--- config.mk ---
export PLATFORM = sky130hd
export DESIGN_NAME = led_blink_ctrl
export DESIGN_NICKNAME = d
export VERILOG_FILES = /design/src/rtl/led_blink_ctrl.sv
export SDC_FILE = /design/constraint.sdc
export NUM_CORES = 1
export LEC_CHECK = 0
export ABC_AREA = 1
export CORE_UTILIZATION = 45
export CTS_CLUSTER_SIZE = 20
export DETAILED_ROUTE_END_ITERATION = 8
export HOLD_SLACK_MARGIN = 0.08
export SETUP_SLACK_MARGIN = 0.3
export SLEW_MARGIN = 30
export SYNTH_ARGS = -nofsm -noshare
export SYNTH_HDL_FRONTEND = slang
export SYNTH_SLANG_ARGS = --single-unit
export TNS_END_PERCENT = 50
--- constraint.sdc ---
create_clock -name clk -period 4.6 [get_ports clk]
set_input_delay 0.46 -clock clk [delete_from_list [all_inputs] [get_ports clk]]
set_output_delay 0.46 -clock clk [all_outputs]
set_load 0.1 [all_outputs]
--- src/rtl/led_blink_ctrl.sv ---
// LED blink controller: free-running prescaler, debounced mode button and a
// three-mode FSM (off / fixed rate from switches / automatic rate sweep).
module led_blink_ctrl #(
    parameter int N            = 27,
    parameter int DEB_BITS     = 20,
    parameter int SWEEP_BLINKS = 4
) (
    input  logic       clk,
    input  logic       rst,
    input  logic       btn,
    input  logic [1:0] switch,
    output logic       led,
    output logic [1:0] rate_sel,
    output logic [1:0] mode
);
    localparam logic [1:0] MODE_OFF   = 2'b00;
    localparam logic [1:0] MODE_FIXED = 2'b01;
    localparam logic [1:0] MODE_SWEEP = 2'b10;
    localparam logic [1:0] MODE_BAD   = 2'b11;

    localparam int              BC_W       = (SWEEP_BLINKS > 1) ? $clog2(SWEEP_BLINKS) : 1;
    localparam logic [BC_W-1:0] BLINK_LAST = BC_W'(SWEEP_BLINKS - 1);

    logic [N-1:0]        prescaler;
    logic                sync1;
    logic                sync2;
    logic                stable;
    logic                stable_d;
    logic [DEB_BITS-1:0] deb_cnt;
    logic [BC_W-1:0]     blink_cnt;
    logic                prev_tap;

    logic            tap;
    logic            fall;
    logic            btn_pulse;
    logic [1:0]      mode_next;
    logic [1:0]      rate_next;
    logic [BC_W-1:0] blink_next;

    // Rate r selects prescaler bit N-1-r; r=0 is the slowest blink.
    function automatic logic tap_at(input logic [N-1:0] p, input logic [1:0] r);
        case (r)
            2'd0:    return p[N-1];
            2'd1:    return p[N-2];
            2'd2:    return p[N-3];
            default: return p[N-4];
        endcase
    endfunction

    assign tap       = tap_at(prescaler, rate_sel);
    assign fall      = prev_tap & ~tap;
    assign btn_pulse = stable & ~stable_d;

    always_ff @(posedge clk or posedge rst) begin
        if (rst) begin
            sync1    <= 1'b0;
            sync2    <= 1'b0;
            stable   <= 1'b0;
            stable_d <= 1'b0;
            deb_cnt  <= '0;
        end else begin
            sync1    <= btn;
            sync2    <= sync1;
            stable_d <= stable;
            if (sync2 != stable) begin
                if (&deb_cnt) begin
                    stable  <= sync2;
                    deb_cnt <= '0;
                end else begin
                    deb_cnt <= deb_cnt + DEB_BITS'(1);
                end
            end else begin
                deb_cnt <= '0;
            end
        end
    end

    always_comb begin
        mode_next = mode;
        if (mode == MODE_BAD) begin
            mode_next = MODE_OFF;
        end else if (btn_pulse) begin
            case (mode)
                MODE_OFF:   mode_next = MODE_FIXED;
                MODE_FIXED: mode_next = MODE_SWEEP;
                default:    mode_next = MODE_OFF;
            endcase
        end
    end

    // Rate decisions follow the mode being entered, so a button pulse
    // overrides a sweep advance landing in the same cycle.
    always_comb begin
        rate_next  = rate_sel;
        blink_next = blink_cnt;
        case (mode_next)
            MODE_FIXED: rate_next = switch;
            MODE_SWEEP: begin
                if (mode != MODE_SWEEP) begin
                    rate_next  = 2'd0;
                    blink_next = '0;
                end else if (fall) begin
                    if (blink_cnt == BLINK_LAST) begin
                        rate_next  = rate_sel + 2'd1;
                        blink_next = '0;
                    end else begin
                        blink_next = blink_cnt + BC_W'(1);
                    end
                end
            end
            default:    rate_next = 2'd0;
        endcase
    end

    always_ff @(posedge clk or posedge rst) begin
        if (rst) begin
            prescaler <= '0;
            mode      <= MODE_OFF;
            rate_sel  <= 2'd0;
            blink_cnt <= '0;
            prev_tap  <= 1'b0;
            led       <= 1'b0;
        end else begin
            prescaler <= prescaler + N'(1);
            mode      <= mode_next;
            rate_sel  <= rate_next;
            blink_cnt <= blink_next;
            led       <= (mode_next == MODE_OFF) ? 1'b0 : tap;
            // Resample the edge detector on the new tap so a rate switch never fakes an edge.
            prev_tap  <= (rate_next != rate_sel) ? tap_at(prescaler, rate_next) : tap;
        end
    end

endmodule

==> out/metrics.yaml <==
outcome: "finished clean"
grt_first_pass_wirelength_mm: 9.039
share_of_final_layout_standard_cells_stronger_than_drive_strength_1_pct: 13.06
post_synth_inst_count: 313
layout.cells.most_common_list: "63 x nand2_1, 59 x dfrtp_1, 30 x inv_1, 25 x nor2_1"
route.antenna.remaining_nets: 0
cts_inserted_buffers: 9
post_synth_instance_area_sq_um: 2997
cts.repair.resized: 0
cp-start-kind: "flip-flop"
global_route.overflow_total: 0
crit_buf_inv: 1
synth.area.mux_share_pct: 0.3758
die-area_sq_um: 6990
finalClockSkew_ps: 10.51
critPathKind: "flip-flop to output port"
postSynthRegisterBits: 59
min_from: "sync1$_DFF_PP0_"
global_route.usage.total_pct: 16.31
fin_crit_sh_pct: 53.32
critPathMaxFanout: 6
fin_nets: 347
slew_worst_pin_ps: 960.5
synth_adder_area_share_pct: 4.175
pin_count_of_the_biggest_net_entering_global_routing: 60
tns_ps: 0
cp_slowest_cell: "clkdlybuf4s50_1"
grt_pass1_vias: 2090
mappedNetlistNets: 328
ys.warnings.count: 0
rows: 29
worst_hold_path_type: "flip-flop to flip-flop"
critPathCapture: "rate_sel[1]"
cts-root-buf: "clkbuf_8"
clkLatencyLatePin_ps: 330
largest_family_of_logic_cells_by_synthesized_area: "simple AND/OR/NAND/NOR gates"
design.core.area_sq_um: 6386
timing.reg2reg.worst_path_depth: 10
cts.sinks: 59
crit_arrival_ps: 1990
yosys.area_share.xor_xnor_pct: 11.40
grt_setup_unrepaired: "false"
antenna-diode-count: 0
critical_path.reg2reg.endpoint: "stable$_DFFE_PP0P_"
finalWirelength_mm: 5.099
ys_seq_area_share_pct: 49.27
slew_viol_final: 0
setup.reg_to_reg.worst_slack_ps: 2300
cts-htree-levels: 3
critPathMaxStageDelay_ps: 1180
critical_path.endpoint_type: "output port"
routed_via_density: 4.937
synth_cell_types: 29
hpwlAfterDp_mm: 3.508
first_pass_iteration_count_of_the_detailed_router: 4
report.final.setup_viol: 0
antenna_violations_before_repair: 0
die-height_um: 83.61
fmax_ghz: 0.4077
critical_path.top_delay_family: "buffers and inverters"
vdd_drop_max_mv: 0.1912
post-cts-setup-buffers: 0
via_count: 2044
clkSlewWorstSetupHoldPaths_ps: 70
cp_num_cells: 1
r2r-start: "deb_cnt[0]$_DFF_PP0_"
floorplan.io_pins: 10
layout-area-overhead-vs-synth_pct: 13.19
start_util_pct: 46.92
cts_tree: "yes"
hold_buffers: 0
final.min_clock_period_ps: 2453
post_synth_and_or_nand_nor_area_fraction_pct: 28.52
clockBufferDepth: 2
synth_area_per_cell_sq_um: 9.574
critPathRequiredTime_ps: 4140
die_width_um: 83.61
layout.cells.most_common: "nand2_1"
crit_path_cell_trace: "clkdlybuf4s50_1"
timing.max_slew.rel_slack_pct: 35.77
drcViolationCount: 0
violation_count_after_the_first_detailed_routing_iteration: 55
final.hold.worst_slack_ps: 365.6
fin_total_pwr_mw: 1.047
place.gp.congestion: 0.8051
crit_start: "rate_sel[1]$_DFF_PP0_"
total_leakage_power_nw: 1.546
synth-compound-area-share_pct: 1.879
post_drt_wl_per_cell_um: 12.32
timing_hold_violations_final: 0
power_density_relative_to_cell_area_nw_per_um2: 308.8
io_buffers: 9
drv.max_cap_violation_count: 0
## flip-flops by register name, indices dropped and copies added (netlist names)
name and cells:
sync1 1, deb_cnt 20, prev_tap 1, rate_sel 2, stable 1, mode 2
blink_cnt 2, prescaler 27, led 1, stable_d 1, sync2 1
## cells by family (layout without fill, tap and decap cells)
group / after synthesis / after routing
AOI/OAI and AO/OA: 10 / 10
buffers and inverters: 34 / 58
adders and majority gates: 10 / 10
DFF: 59 / 59
xor gates and xnor gates: 39 / 39
and+or+nand+nor: 160 / 160
muxes: 1 / 1
## power by group
group          leakage (nW)  internal (mW)  switching (mW)
sequential            0.803          0.522         0.00186
combinational         0.640        0.00696          0.0149
clock                 0.103          0.303           0.199
total                  1.55          0.832           0.215
## worst register-to-register path, stage by stage (launching register included)
cell and delay [ps]:
dfrtp_1 370, ha_1 190, nand3_1 120, nor2_2 180
nand2_1 100, nor2_1 90, nand3_1 110, nor2_1 140
nand2_1 90, nor2_2 420, mux2_2 400
## layout make-up
cell class / count / area, sq um
inverters: 31 / 116.4
fillers: 586 / 2994
clock inverters: 5 / 77.57
multi-input cells: 220 / 1389
clock buffers: 11 / 131.4
well taps: 77 / 96.34
flip-flops and latches: 59 / 1476
repair buffers: 11 / 105.1
## worst min-delay path by stage
stage | slack, ps | cells after the start | to
after floorplan | 330 | 0 | sync2$_DFF_PP0_
after global placement | 330 | 0 | sync2$_DFF_PP0_
after detailed placement | 340 | 0 | sync2$_DFF_PP0_
after CTS | 360 | 0 | sync2$_DFF_PP0_
after global routing | 380 | 0 | sync2$_DFF_PP0_
final | 370 | 0 | sync2$_DFF_PP0_
## synthesized netlist by cell type, drive strengths merged
library cell | number | area, sq um
a221oi | 1 | 8.760
a21oi | 3 | 15.01
nor3 | 19 | 115.1
nand3 | 29 | 202.7
dfrtp | 59 | 1476
nor2 | 35 | 191.4
xnor2 | 17 | 148.9
mux2 | 1 | 11.26
buf | 1 | 7.510
o21ai | 5 | 25.02
nand2 | 65 | 254.0
nor3b | 2 | 15.01
nand4 | 5 | 31.28
xor2 | 22 | 192.7
or2 | 1 | 6.260
o21a | 1 | 7.510
nand3b | 1 | 7.510
inv | 31 | 116.4
ha | 10 | 125.1
nor4 | 3 | 31.28
clkbuf | 2 | 7.510
## metal layers
metal,wire length (um),up-vias,GRT usage (%)
met1,2536,965,21.21
met3,129,9,3.956
met5,0,-,0
li1,-,1046,-
met4,108,0,7.704
met2,2323,24,25.65
## stage by stage
| step | std cells | util, % | setup slack, ps | instance area (sq um) |
|---|---|---|---|---|
| after floorplan | 313 | - | 2004 | 2997 |
| after global placement | 398 | 49.84 | 2372 | 3183 |
| after detailed placement | 398 | 49.84 | 2305 | 3183 |
| after CTS | 414 | 53.12 | 2134 | 3392 |
| after global routing | 414 | 53.12 | 2082 | 3392 |
| final | 414 | 53.12 | 2147 | 3392 |
Power figures use the tool's default switching activity.
